**config.mk**
```make
export PLATFORM = sky130hd
export DESIGN_NAME = ace_ccu_snoop_initiator_flat
export DESIGN_NICKNAME = d
export VERILOG_FILES = /design/src/rtl/ace_pkg.sv /design/src/rtl/ace_ccu_snoop_initiator_if.sv /design/src/rtl/ace_ccu_cd_beat_checker.sv /design/src/rtl/ace_ccu_snoop_initiator.sv /design/src/flat_wrapper.sv
export SDC_FILE = /design/constraint.sdc
export NUM_CORES = 1
export LEC_CHECK = 0
export ABC_AREA = 0
export ABC_CLOCK_PERIOD_IN_PS = 2200
export BUFFER_PORTS_ARGS = -buffer_cell sky130_fd_sc_hd__clkbuf_2
export CAP_MARGIN = 40
export CORE_MARGIN = 5
export CORE_UTILIZATION = 41
export DETAILED_ROUTE_END_ITERATION = 7
export PLACE_DENSITY = 0.8
export SLEW_MARGIN = 20
export SYNTH_ARGS = -nofsm -noshare
export SYNTH_HDL_FRONTEND = slang
export SYNTH_HIERARCHICAL = 1
export SYNTH_SLANG_ARGS = --single-unit
export TNS_END_PERCENT = 100
```
**constraint.sdc**
```tcl
create_clock -name clk_i -period 2.2 [get_ports clk_i]
set_clock_uncertainty 0.15 [all_clocks]
set_input_delay 0.44 -clock clk_i [delete_from_list [all_inputs] [get_ports clk_i]]
set_output_delay 0.44 -clock clk_i [all_outputs]
set_load 0.005 [all_outputs]
```
**src/rtl/ace_pkg.sv**
```systemverilog
`default_nettype none
// ============================================================================
// Module : ace_pkg
// ACE snoop channel types, CRRESP bit positions and snoop initiator states.
// Rev    : 1.0
// ============================================================================
package ace_pkg;

  localparam int c_cr_data_transfer = 0;
  localparam int c_cr_error         = 1;
  localparam int c_cr_pass_dirty    = 2;
  localparam int c_cr_is_shared     = 3;
  localparam int c_cr_was_unique    = 4;

  typedef struct packed {
    logic [31:0] addr;
    logic [3:0]  snoop;
    logic [2:0]  prot;
  } ac_chan_t;

  typedef logic [4:0] cr_chan_t;

  typedef struct packed {
    logic [31:0] data;
    logic        last;
  } cd_chan_t;

  typedef struct packed {
    logic     ac_valid;
    ac_chan_t ac;
    logic     cr_ready;
    logic     cd_ready;
  } snoop_req_t;

  typedef struct packed {
    logic     ac_ready;
    logic     cr_valid;
    cr_chan_t cr_resp;
    logic     cd_valid;
    cd_chan_t cd;
  } snoop_resp_t;

  typedef enum logic [2:0] {
    ST_IDLE    = 3'd0,
    ST_ISSUE   = 3'd1,
    ST_WAIT_CR = 3'd2,
    ST_DATA    = 3'd3,
    ST_RESULT  = 3'd4
  } state_e;

  function automatic logic cr_has_data(input cr_chan_t resp);
    return resp[c_cr_data_transfer];
  endfunction

endpackage
`default_nettype wire

```
**src/rtl/ace_ccu_snoop_initiator_if.sv**
```systemverilog
`default_nettype none
// ============================================================================
// Module : ace_ccu_snoop_initiator_if
// Command, target-select, snoop bus, result and CD-forwarding signals.
// Rev    : 1.0
// ============================================================================
interface ace_ccu_snoop_initiator_if #(
  parameter int NumOup = 4
);
  import ace_pkg::*;

  logic              cmd_valid;
  logic              cmd_ready;
  ac_chan_t          cmd_ac;
  logic [NumOup-1:0] cmd_mask;
  logic [NumOup-1:0] sel;
  logic              sel_valid;
  logic              sel_ready;
  snoop_req_t        snoop_req;
  snoop_resp_t       snoop_resp;
  logic              result_valid;
  logic              result_ready;
  logic [4:0]        result;
  logic              data_valid;
  logic              data_ready;
  cd_chan_t          data;

  modport master (
    input  cmd_valid, cmd_ac, cmd_mask, sel_ready, snoop_resp, result_ready, data_ready,
    output cmd_ready, sel, sel_valid, snoop_req, result_valid, result, data_valid, data
  );

  modport slave (
    output cmd_valid, cmd_ac, cmd_mask, sel_ready, snoop_resp, result_ready, data_ready,
    input  cmd_ready, sel, sel_valid, snoop_req, result_valid, result, data_valid, data
  );

endinterface
`default_nettype wire

```
**src/rtl/ace_ccu_cd_beat_checker.sv**
```systemverilog
`default_nettype none
// ============================================================================
// Module : ace_ccu_cd_beat_checker
// Counts CD beats of one snoop and flags a last beat at the wrong position.
// Rev    : 1.0
// ============================================================================
module ace_ccu_cd_beat_checker #(
  parameter int CdBeats = 4,
  localparam int CntW   = $clog2(CdBeats + 1)
) (
  input  logic clk_i,
  input  logic rst_ni,
  input  logic clear_i,
  input  logic beat_i,
  input  logic last_i,
  output logic mismatch_o
);

  localparam logic [CntW-1:0] c_max      = CntW'(CdBeats);
  localparam logic [CntW-1:0] c_last_idx = CntW'(CdBeats - 1);

  logic [CntW-1:0] r_cnt;

  always_ff @(posedge clk_i) begin
    if (!rst_ni) begin
      r_cnt <= '0;
    end else if (clear_i) begin
      r_cnt <= '0;
    end else if (beat_i && (r_cnt != c_max)) begin
      r_cnt <= r_cnt + 1'b1;
    end
  end

  // r_cnt holds the beats already taken, so the current beat is r_cnt+1;
  // a saturated counter never matches, which also flags over-long bursts.
  assign mismatch_o = last_i && (r_cnt != c_last_idx);

endmodule
`default_nettype wire

```
**src/rtl/ace_ccu_snoop_initiator.sv**
```systemverilog
`default_nettype none
// ============================================================================
// Module : ace_ccu_snoop_initiator
// Turns one snoop command into an AC request plus target mask, then collects CR/CD.
// Rev    : 1.0
// ============================================================================
module ace_ccu_snoop_initiator
  import ace_pkg::*;
#(
  parameter int NumOup  = 4,
  parameter int InpIdx  = 0,
  parameter int CdBeats = 4
) (
  input  logic                       clk_i,
  input  logic                       rst_ni,
  ace_ccu_snoop_initiator_if.master  bus
);

  localparam logic [NumOup-1:0] c_self_bit = NumOup'(1) << InpIdx;

  state_e            r_state, w_state_nxt;
  logic [NumOup-1:0] r_mask, w_mask_nxt;
  logic [NumOup-1:0] w_cmd_mask;
  ac_chan_t          r_ac, w_ac_nxt;
  cr_chan_t          r_result, w_result_nxt;
  logic              r_ac_done, w_ac_done_nxt;
  logic              r_sel_done, w_sel_done_nxt;

  logic              w_cmd_ready;
  logic              w_ac_valid;
  logic              w_sel_valid;
  logic              w_cr_ready;
  logic              w_cd_ready;
  logic              w_result_valid;
  logic              w_data_valid;
  cd_chan_t          w_data;
  logic              w_beat_clear;
  logic              w_beat;
  logic              w_len_err;

  assign w_cmd_mask = bus.cmd_mask & ~c_self_bit;
  assign w_beat     = (r_state == ST_DATA) && bus.snoop_resp.cd_valid && bus.data_ready;

  ace_ccu_cd_beat_checker #(
    .CdBeats (CdBeats)
  ) u_beat_checker (
    .clk_i      (clk_i),
    .rst_ni     (rst_ni),
    .clear_i    (w_beat_clear),
    .beat_i     (w_beat),
    .last_i     (bus.snoop_resp.cd.last),
    .mismatch_o (w_len_err)
  );

  always_ff @(posedge clk_i) begin
    if (!rst_ni) begin
      r_state    <= ST_IDLE;
      r_mask     <= '0;
      r_ac       <= '0;
      r_result   <= '0;
      r_ac_done  <= 1'b0;
      r_sel_done <= 1'b0;
    end else begin
      r_state    <= w_state_nxt;
      r_mask     <= w_mask_nxt;
      r_ac       <= w_ac_nxt;
      r_result   <= w_result_nxt;
      r_ac_done  <= w_ac_done_nxt;
      r_sel_done <= w_sel_done_nxt;
    end
  end

  always_comb begin
    w_state_nxt    = r_state;
    w_mask_nxt     = r_mask;
    w_ac_nxt       = r_ac;
    w_result_nxt   = r_result;
    w_ac_done_nxt  = r_ac_done;
    w_sel_done_nxt = r_sel_done;
    w_cmd_ready    = 1'b0;
    w_ac_valid     = 1'b0;
    w_sel_valid    = 1'b0;
    w_cr_ready     = 1'b0;
    w_cd_ready     = 1'b0;
    w_result_valid = 1'b0;
    w_data_valid   = 1'b0;
    w_data         = '0;
    w_beat_clear   = 1'b0;

    case (r_state)
      ST_IDLE: begin
        // Ready is held low while reset is applied so every output reads 0.
        w_cmd_ready = rst_ni;
        if (bus.cmd_valid && rst_ni) begin
          w_mask_nxt   = w_cmd_mask;
          w_ac_nxt     = bus.cmd_ac;
          w_result_nxt = '0;
          w_state_nxt  = (w_cmd_mask == '0) ? ST_RESULT : ST_ISSUE;
        end
      end

      ST_ISSUE: begin
        w_ac_valid     = !r_ac_done;
        w_sel_valid    = !r_sel_done;
        w_ac_done_nxt  = r_ac_done  | bus.snoop_resp.ac_ready;
        w_sel_done_nxt = r_sel_done | bus.sel_ready;
        if (w_ac_done_nxt && w_sel_done_nxt) begin
          w_ac_done_nxt  = 1'b0;
          w_sel_done_nxt = 1'b0;
          w_state_nxt    = ST_WAIT_CR;
        end
      end

      ST_WAIT_CR: begin
        // CD is buffered apart from CR in the interconnect, so holding it off is safe.
        w_cr_ready = 1'b1;
        if (bus.snoop_resp.cr_valid) begin
          w_result_nxt = bus.snoop_resp.cr_resp;
          if (cr_has_data(bus.snoop_resp.cr_resp)) begin
            w_beat_clear = 1'b1;
            w_state_nxt  = ST_DATA;
          end else begin
            w_state_nxt  = ST_RESULT;
          end
        end
      end

      ST_DATA: begin
        w_data_valid = bus.snoop_resp.cd_valid;
        w_cd_ready   = bus.data_ready;
        w_data       = bus.snoop_resp.cd;
        if (w_beat && bus.snoop_resp.cd.last) begin
          w_result_nxt[c_cr_error] = r_result[c_cr_error] | w_len_err;
          w_state_nxt              = ST_RESULT;
        end
      end

      ST_RESULT: begin
        w_result_valid = 1'b1;
        if (bus.result_ready) begin
          w_state_nxt = ST_IDLE;
        end
      end

      default: begin
        w_state_nxt = ST_IDLE;
      end
    endcase
  end

  assign bus.cmd_ready    = w_cmd_ready;
  assign bus.sel          = r_mask;
  assign bus.sel_valid    = w_sel_valid;
  assign bus.snoop_req    = '{ac_valid: w_ac_valid, ac: r_ac, cr_ready: w_cr_ready, cd_ready: w_cd_ready};
  assign bus.result_valid = w_result_valid;
  assign bus.result       = r_result;
  assign bus.data_valid   = w_data_valid;
  assign bus.data         = w_data;

endmodule
`default_nettype wire
```
**src/flat_wrapper.sv**
```systemverilog
// flat-port wrapper written by rule: the top's interface ports become plain ports
module ace_ccu_snoop_initiator_flat import ace_pkg::*;
#(
  parameter int NumOup  = 4,
  parameter int InpIdx  = 0,
  parameter int CdBeats = 4
)
  (clk_i, rst_ni, bus_cmd_valid, bus_cmd_ac, bus_cmd_mask, bus_sel_ready, bus_snoop_resp, bus_result_ready, bus_data_ready, bus_cmd_ready, bus_sel, bus_sel_valid, bus_snoop_req, bus_result_valid, bus_result, bus_data_valid, bus_data);
  ace_ccu_snoop_initiator_if #(.NumOup(NumOup)) bus_i ();
  input  logic clk_i;
  input  logic rst_ni;
  input wire logic [$bits(bus_i.cmd_valid)-1:0] bus_cmd_valid;
  input wire logic [$bits(bus_i.cmd_ac)-1:0] bus_cmd_ac;
  input wire logic [$bits(bus_i.cmd_mask)-1:0] bus_cmd_mask;
  input wire logic [$bits(bus_i.sel_ready)-1:0] bus_sel_ready;
  input wire logic [$bits(bus_i.snoop_resp)-1:0] bus_snoop_resp;
  input wire logic [$bits(bus_i.result_ready)-1:0] bus_result_ready;
  input wire logic [$bits(bus_i.data_ready)-1:0] bus_data_ready;
  output wire logic [$bits(bus_i.cmd_ready)-1:0] bus_cmd_ready;
  output wire logic [$bits(bus_i.sel)-1:0] bus_sel;
  output wire logic [$bits(bus_i.sel_valid)-1:0] bus_sel_valid;
  output wire logic [$bits(bus_i.snoop_req)-1:0] bus_snoop_req;
  output wire logic [$bits(bus_i.result_valid)-1:0] bus_result_valid;
  output wire logic [$bits(bus_i.result)-1:0] bus_result;
  output wire logic [$bits(bus_i.data_valid)-1:0] bus_data_valid;
  output wire logic [$bits(bus_i.data)-1:0] bus_data;
  assign bus_i.cmd_valid = bus_cmd_valid;
  assign bus_i.cmd_ac = bus_cmd_ac;
  assign bus_i.cmd_mask = bus_cmd_mask;
  assign bus_i.sel_ready = bus_sel_ready;
  assign bus_i.snoop_resp = bus_snoop_resp;
  assign bus_i.result_ready = bus_result_ready;
  assign bus_i.data_ready = bus_data_ready;
  assign bus_cmd_ready = bus_i.cmd_ready;
  assign bus_sel = bus_i.sel;
  assign bus_sel_valid = bus_i.sel_valid;
  assign bus_snoop_req = bus_i.snoop_req;
  assign bus_result_valid = bus_i.result_valid;
  assign bus_result = bus_i.result;
  assign bus_data_valid = bus_i.data_valid;
  assign bus_data = bus_i.data;
  ace_ccu_snoop_initiator #(.NumOup(NumOup), .InpIdx(InpIdx), .CdBeats(CdBeats)) u_core (.clk_i(clk_i), .rst_ni(rst_ni), .bus(bus_i));
endmodule
```
==> impl_metrics.csv, run 1 <==
group,metric,value,unit
status,status,"completed",
clocking,cts_num_sinks,55,
routing,ant_nets,0,
synth,synth_area_leaders,"dfxtp_1 43%, nand2_1 13%, and2_1 9.7%, o21ai_0 6.6%, buf_6 3.5%",
die,die_w,89.4,um
pwr,p_leak,1.76,nW
routing,finalWirelength,7110,um
die,ios,178,
synth,yosysMostFrequentCell,"nand2_1",
synth,syn_nets,419,
die,rows,29,
setup_path,endpoint_kind,"primary output",
synth,synth-main-ff-cell,"dfxtp_1",
sta,period_share,92.3,%
synth,yosysUniqueCellTypes,43,
clocking,clk_pin_slew_worst_paths,100,ps
sta,setup_viol,0,
clocking,cts_buffer_depth,2,
grt,grt_start_max_net_pins,40,
cells_and_area,final_nets,581,
cells_and_area,drive_above_1_share,41.1,%
job,max_cap_viol_count,0,
synth,syn_inst,326,
clocking,ctsHtreeMaxLevel,2,
routing,drtPass1Iterations,4,
clocking,cts_made_buffers,5,
die,die_area,0.00799,mm^2
grt,grt-ovfl-total,0,
grt,grt_pass1_vias,2532,
placement,dp_slack,303,ps
synth,synth_area,0.00258,mm^2
routing,vias_per_cell,4.67,
placement,globalplace.congestion,0.796,
sta,hold_viol_final,0,
synth,synth-seq-cells,55,
placement,dpl.hpwl,5810,um
sta,max_clock_freq,0.493,GHz
cells_and_area,n_antenna_cell,0,
clocking,cts-root-buf,"clkbuf_8",
synth,yosys_warnings,6,
setup_path,cp-start-kind,"flop",
synth,yosysTopAreaCell,"dfxtp_1",
sta,period_minus_slack,2030,ps
setup_path,crit_start,"u_core/r_state[0]",
pwr,ir_drop,0.000328,V
grt,antenna_found_initial,0,
worst_hold_path,min_path_type,"primary input to flop",
setup_path,rr_startpoint,"u_core/r_state[0]",
clocking,cts_tree,"yes",
sta,fin_hold_ws,179,ps
routing,drtIter0Drc,81,
setup_path,cp.required,1610,ps
synth,synth-edff-count,0,
placement,portBuffers,175,
synth,avgSynthCellArea,7.93,um^2
sta,setup_tns,0,ps
die,start_util,41.4,%
clocking,hold_buffers,0,
die,die_h,89.4,um
setup_path,critPathMaxFanout,37,
clocking,post_cts_buffers,0,
synth,ys_seq_area_share,42.6,%
routing,vias,2644,
grt,grtUsageTotal,17.0,%
setup_path,cp.arrival,1440,ps
clocking,clk_latency,300,ps
synth,synth_commonest_cells,"91 x nand2_1, 55 x dfxtp_1, 40 x and2_1, 34 x o21ai_0, 15 x o21ai_1",
setup_path,crit_type,"flop to primary output",
synth,synthArstFlopShare,0,%
die,core-area,0.00624,mm^2
synth,synth_top_area_share,42.6,%
sta,maxSlewViolCount,0,
routing,routedWlPerCell,12.6,um
sta,fin_ws,170,ps
grt,grt_pass1_wl,10800,um
sta,rsz0062_at_grt,"false",
cells_and_area,area_growth,37.2,%
worst_hold_path,min_from,"bus_cmd_ac[26]",
pwr,power.density,614,mW/mm^2
routing,route.detailed.drc,0,
[where the power goes]
group | internal [mW] | total, mW | switching, mW
sequential | 1.09 | 1.15 | 0.0592
combinational | 0.234 | 0.474 | 0.241
clock | 0.224 | 0.549 | 0.325
[worst max-delay path, cell delays in order, from the launching register on]
cell,delay [ps]
dfxtp_2,450
and3b_1,250
buf_12,170
and2_1,150
clkbuf_2,110
[cell usage in the layout (no fill, tap or decap), types with 2 or more instances in the layout]
cell type,n
and3_1,2
nor3_1,2
and2_1,40
dfxtp_1,53
clkbuf_2,175
ha_1,3
inv_1,6
buf_12,3
nor2_1,10
nor2b_1,3
dfxtp_2,2
clkbuf_8,5
nand2b_1,2
o21ai_1,15
nand2_1,91
a22oi_1,2
a21oi_1,7
o21ai_0,34
buf_4,4
nand4_1,4
[repair_timing]
action	in CTS	in global routing
endpoints found under the hold margin	0	0
endpoints found under the setup margin	0	36
gates resized for setup	0	2
[state kept, by name, summed over array words and instances (netlist names)]
| name | flops |
|---|---|
| u_core/r_sel_done | 1 |
| u_core/r_ac_done | 1 |
| u_core/bus.result | 5 |
| u_core/r_state | 3 |
| u_core/bus.sel | 3 |
| u_core/bus.snoop_req | 39 |
| u_core/u_beat_checker/r_cnt | 3 |
[layout make-up]
cell class | count | area (um^2)
fill | 607 | 2700
multi-input combinational | 238 | 1270
sequential | 55 | 1100
timing repair buffer | 182 | 966
tap | 77 | 96.3
clock buffer | 6 | 72.6
inverter | 6 | 22.5
clock inverter | 2 | 12.5
[cell families after synthesis]
group	after synthesis	synth area share (%)
AO/OA/AOI/OAI	66	15.2
XOR/XNOR	1	0.339
flip-flops	55	42.6
AND/OR/NAND/NOR	166	31.7
buffers and inverters	33	8.18
adder cells (fa/ha/maj)	3	1.45
other	1	0.145
multiplexers	1	0.387
[layer usage]
layer	wire (um)	part of all wire, %	up-vias	global-route usage (%)
met5	0	0	-	0
met4	115	1.6	0	5.82
met3	870	12	14	5.35
met2	3450	49	141	30.9
met1	2670	38	1110	18.4
li1	-	-	1379	-
[worst paths after layout]
kind / slack (ps) / cells past startpoint / end
max reg2reg: 410 / 6 / u_core/u_beat_checker/r_cnt[1]
min reg2reg: 300 / 2 / u_core/bus.result[1]
min: 180 / 3 / u_core/bus.snoop_req[28]
max: 170 / 4 / bus_data[18]
[metrics by stage]
| step | util, % | instances | total power, mW | area, um^2 |
|---|---|---|---|---|
| after floorplan | - | 326 | 1.44 | 2580 |
| after global placement | 55.4 | 558 | 1.64 | 3460 |
| after detailed placement | 55.4 | 558 | 1.66 | 3460 |
| after CTS | 56.8 | 566 | 2.21 | 3540 |
| after global routing | 56.8 | 566 | 2.32 | 3550 |
| final | 56.8 | 566 | 2.18 | 3550 |
No activity file was read; power rests on OpenSTA's default activity.
==> inputs of run 2 (changes only) <==
Settings changed: ABC_AREA 0 to 1, CORE_UTILIZATION 41 to 42, PLACE_DENSITY 0.8 to 0.81.
==> run 2 against run 1 <==
Die area decreased by 0.68%. Critical path depth grew 1. Register-to-register slack improved by 60 ps. First-iteration DRC count down 11%. Flip-flop and latch count unchanged. Clock power rose by 7.3%. Via count rose by 9.6%. Setup slack got worse by 16 ps.
==> impl_metrics.csv, run 2 <==
group,metric,value,unit
synth,synth_commonest_cells,"104 x nand2_1, 55 x dfxtp_1, 53 x inv_1, 51 x nor2_1, 50 x nand3_1",
sta,period_minus_slack,2050,ps
die,die_h,89.1,um
setup_path,cp.arrival,1460,ps
synth,synthAdderAreaFrac,1.43,%
setup_path,critPathMaxFanout,36,
die,rows,28,
sta,setup_viol,0,
setup_path,path_buf_inv,2,
synth,avgSynthCellArea,6.79,um^2
routing,routedWlPerCell,11.8,um
die,core-area,0.00599,mm^2
sta,rsz0062_at_grt,"false",
die,start_util,43.9,%
pwr,p_leak,2.20,nW
synth,synthMuxAreaShare,0,%
synth,synth-edff-count,0,
setup_path,crit_type,"flop to primary output",
synth,yosys.area_share.xor_xnor,0,%
synth,synth-seq-cells,55,
routing,ant_nets,0,
clocking,clk_pin_slew_worst_paths,100,ps
synth,synth_area_leaders,"dfxtp_1 42%, nand2_1 15%, nand3_1 9.5%, inv_1 7.6%, nor2_1 7.3%",
synth,synth-main-ff-cell,"dfxtp_1",
setup_path,cp_top_family,"flip-flops",
synth,yosys_warnings,6,
setup_path,endpoint_kind,"primary output",
cells_and_area,largest_reg_flops,39,
cells_and_area,n_antenna_cell,0,
routing,vias,2898,
cells_and_area,final_cell_mix,"175 x clkbuf_2, 104 x nand2_1, 54 x dfxtp_1",
synth,synth_area,0.00263,mm^2
worst_hold_path,min_delay_path_depth,3,
routing,vias_per_cell,4.61,
pwr,ir_drop,0.000545,V
cells_and_area,final_nets,645,
grt,antenna_found_initial,0,
clocking,cts_tree,"yes",
setup_path,rr_worst_depth,6,
synth,synth_top_family_by_area,"simple AND/OR/NAND/NOR gates",
setup_path,cp.required,1610,ps
grt,grtUsageTotal,17.8,%
synth,synth_top_area_share,41.9,%
setup_path,rr_startpoint,"u_core/r_state[1]",
die,ios,178,
clocking,post_cts_buffers,0,
sta,slew-limit-headroom,54.7,%
grt,grt_pass1_wl,11400,um
synth,yosysMostFrequentCell,"nand2_1",
pwr,power.density,840,mW/mm^2
setup_path,slowest_stage,"dfxtp_2",
placement,globalplace.congestion,0.805,
clocking,ctsHtreeMaxLevel,2,
cells_and_area,final_common_cell,"clkbuf_2",
clocking,cts_buffer_depth,2,
sta,period_share,93.0,%
synth,yosysUniqueCellTypes,29,
setup_path,rrSetupSlack,470,ps
setup_path,crit_start,"u_core/r_state[0]",
synth,syn_nets,480,
synth,syn_inst,387,
synth,ys_seq_area_share,41.9,%
sta,hold_viol_final,0,
sta,max_clock_freq,0.489,GHz
cells_and_area,drive_above_1_share,37.1,%
grt,grt-ovfl-total,0,
worst_hold_path,min_from,"bus_cmd_ac[33]",
worst_hold_path,hold_end,"u_core/bus.snoop_req[35]",
clocking,cts_num_sinks,55,
placement,portBuffers,175,
routing,drtIter0Drc,72,
cells_and_area,area_growth,36.9,%
setup_path,cp-start-kind,"flop",
routing,drtPass1Iterations,4,
clocking,cts-root-buf,"clkbuf_8",
grt,grt_start_max_net_pins,43,
setup_path,slowest_delay,470,ps
worst_hold_path,min_path_type,"primary input to flop",
job,max_cap_viol_count,0,
setup_path,r2r-end,"u_core/bus.snoop_req[33]",
routing,finalWirelength,7400,um
sta,setup_tns,0,ps
clocking,hold_buffers,0,
clocking,clk_latency,310,ps
clocking,cts_made_buffers,5,
sta,worst_pin_slew,679,ps
synth,synth_compound_gate_area_share,4.62,%
clocking,cts_resized,2,
die,die_w,89.1,um
routing,route.detailed.drc,0,
sta,maxSlewViolCount,0,
placement,dpl.hpwl,5860,um
status,status,"completed",
synth,synthSimpleGateAreaFrac,38.3,%
synth,yosysTopAreaCell,"dfxtp_1",
setup_path,path_cells,"nand2_4 > nor2_4 > inv_4 > nor2_1 > clkbuf_2",
grt,grt_pass1_vias,2699,
die,die_area,0.00794,mm^2
synth,synthArstFlopShare,0,%
pwr,total_power,3.02,mW
run 2: kinds of logic (layout without fill, tap and decap cells):
| group | Yosys count | in the layout |
|---|---|---|
| AO/OA/AOI/OAI | 22 | 22 |
| adder cells (fa/ha/maj) | 3 | 3 |
| buffers and inverters | 80 | 246 |
| flip-flops | 55 | 55 |
| other | 1 | 1 |
| AND/OR/NAND/NOR | 226 | 226 |
run 2: worst min-delay path: cells and delay by family:
| family | cells | cell delay [ps] |
|---|---|---|
| buf+inv | 1 | 70 |
| simple gates | 2 | 90 |
run 2: where the power goes:
part | internal (mW) | switching, mW | total [mW]
combinational | 0.450 | 0.622 | 1.07
clock | 0.259 | 0.330 | 0.589
sequential | 1.22 | 0.140 | 1.36
run 2: area by class of cell:
cell class,instances,area [um^2]
sequential,55,1100
timing repair buffer,180,913
clock buffer,7,86.3
inverter,58,223
fill,562,2390
tap,75,93.8
clock inverter,1,8.76
multi-input combinational,252,1170
run 2: worst max-delay path by stage:
stage	to	slack [ps]	cells after the start
2_1_floorplan	bus_data[10]	630	6
3_3_place_gp	bus_data[6]	280	5
3_5_place_dp	bus_data[6]	250	5
4_1_cts	bus_data[6]	140	5
5_1_grt	bus_data[11]	30	5
6_report	bus_data[6]	150	5
run 2: per-layer routing:
layer	wire, um	global-route usage, %	vias up
met1	2750	19.4	1236
met2	3480	31.9	144
met4	69	5.28	0
li1	-	-	1511
met3	1100	6.82	7
met5	0	0	-
run 2: through the flow:
stage          cells  instance area [um^2]  util, %  hold WS (ps)  setup slack (ps)
5_1_grt          628                  3600     60.0           161              29.8
4_1_cts          628                  3600     60.0           155               135
3_5_place_dp     620                  3500     58.4           306               250
6_report         628                  3600     60.0           167               154
3_3_place_gp     620                  3500     58.4           302               283
2_1_floorplan    387                  2630        -           309               631
==> inputs of run 3 (changes only) <==
Settings changed: REMOVE_ABC_BUFFERS set to 1.
==> run 3 against run 2 <==
Fmax increased by 0.23%. Sequential power barely moved. Register-to-register slack improved by 80 ps. Sequential share of layout area down 0.31 points. Clock-buffer cell count is 1 lower. Non-clock buffer count up 3. Power is 2.9% higher. Cell area grew 1.3%. Critical path depth is 2 higher. Critical endpoint is now bus_cmd_ready.
==> impl_metrics.csv, run 3 (same netlist as run 2, synthesis figures left out) <==
group,metric,value,unit
status,status,"completed",
die,die_h,89.1,um
routing,finalWirelength,7420,um
cells_and_area,drive_above_1_share,37.5,%
clocking,cts_tree,"yes",
clocking,cts_buffer_depth,2,
routing,route.detailed.drc,0,
setup_path,crit_start,"u_core/r_state[0]",
cells_and_area,area_growth,38.6,%
die,ios,178,
setup_path,r2r-end,"u_core/u_beat_checker/r_cnt[2]",
routing,vias,2877,
clocking,clk_latency,300,ps
setup_path,cp.required,1610,ps
die,die_w,89.1,um
setup_path,rr_worst_depth,8,
die,rows,28,
sta,hold_viol_final,0,
placement,globalplace.congestion,0.846,
grt,grt-ovfl-total,0,
sta,fin_hold_ws,179,ps
placement,dpl.hpwl,5970,um
sta,setup_tns,0,ps
sta,period_share,92.8,%
clocking,cts_num_sinks,55,
grt,grt_start_max_net_pins,43,
pwr,p_leak,2.21,nW
pwr,total_power,3.11,mW
sta,max_clock_freq,0.490,GHz
grt,grt_pass1_vias,2684,
setup_path,rr_startpoint,"u_core/r_state[2]",
routing,drtIter0Drc,54,
setup_path,endpoint_kind,"primary output",
grt,grtUsageTotal,18.2,%
setup_path,crit_type,"flop to primary output",
routing,vias_per_cell,4.57,
setup_path,rrSetupSlack,550,ps
setup_path,cp.arrival,1450,ps
routing,routedWlPerCell,11.8,um
routing,ant_nets,0,
clocking,cts_made_buffers,5,
setup_path,critPathMaxFanout,5,
clocking,hold_buffers,0,
placement,portBuffers,175,
cells_and_area,final_common_cell,"clkbuf_2",
setup_path,cp-endpoint,"bus_cmd_ready",
sta,setup_viol,0,
sta,maxSlewViolCount,0,
die,start_util,43.9,%
clocking,cts-root-buf,"clkbuf_8",
die,core-area,0.00599,mm^2
cells_and_area,largest_reg_flops,39,
worst_hold_path,min_path_type,"primary input to flop",
routing,drtPass1Iterations,4,
cells_and_area,n_antenna_cell,0,
cells_and_area,final_cell_mix,"175 x clkbuf_2, 104 x nand2_1, 54 x dfxtp_1",
cells_and_area,final_nets,648,
clocking,clk_pin_slew_worst_paths,100,ps
sta,period_minus_slack,2040,ps
die,die_area,0.00794,mm^2
pwr,power.density,853,mW/mm^2
pwr,ir_drop,0.000519,V
grt,grt_pass1_wl,11600,um
grt,antenna_found_initial,0,
setup_path,cp-start-kind,"flop",
job,max_cap_viol_count,0,
clocking,ctsHtreeMaxLevel,2,
sta,rsz0062_at_grt,"false",
[run 3: worst min-delay path by stage]
stage | start | endpoint | slack (ps) | cells past startpoint
after CTS | bus_cmd_ac[5] | u_core/bus.snoop_req[7] | 170 | 3
after floorplan | u_core/bus.sel[1] | u_core/bus.sel[1] | 310 | 2
after global placement | u_core/bus.snoop_req[31] | u_core/bus.snoop_req[31] | 300 | 2
after detailed placement | u_core/bus.snoop_req[33] | u_core/bus.snoop_req[33] | 310 | 2
final | bus_cmd_ac[20] | u_core/bus.snoop_req[22] | 180 | 3
after global routing | bus_cmd_ac[20] | u_core/bus.snoop_req[22] | 170 | 3
[run 3: layer usage]
metal  wire [um]  vias to the layer above  track usage, %
li1            -                     1511               -
met1        2630                     1221            17.9
met2        3500                      141            33.8
met3        1240                        4            9.12
met4          51                        0            4.74
met5           0                        -               0
[run 3: timing repair]
item                       CTS  global route
setup endpoints to repair    0            36
buffers inserted             0             0
resized for setup            0             5
[run 3: power breakdown]
group,internal [mW],leakage (nW),switching [mW]
combinational,0.477,1.71,0.633
clock,0.334,0.0513,0.312
sequential,1.22,0.452,0.129
[run 3: layout make-up]
cell class	instances	area, um^2
fill	556	2350
multi-input combinational	252	1170
sequential	55	1100
timing repair buffer	183	948
inverter	58	223
tap	75	93.8
clock buffer	6	72.6
clock inverter	1	30.0
[run 3: worst max-delay path, cell delays in order (launching register included)]
cell	delay, ps
dfxtp_4	380
buf_4	160
nor2_4	150
inv_2	70
nor2_2	90
inv_1	50
nor2_1	110
clkbuf_2	130
[run 3: stage by stage]
stage | worst slack [ps] | area (um^2) | util, % | cells
after floorplan | 382 | 2490 | - | 365
after global placement | 412 | 3530 | 59.0 | 623
after detailed placement | 360 | 3530 | 59.0 | 623
after CTS | 13.6 | 3640 | 60.7 | 630
after global routing | 23.6 | 3640 | 60.8 | 630
final | 158 | 3640 | 60.8 | 630
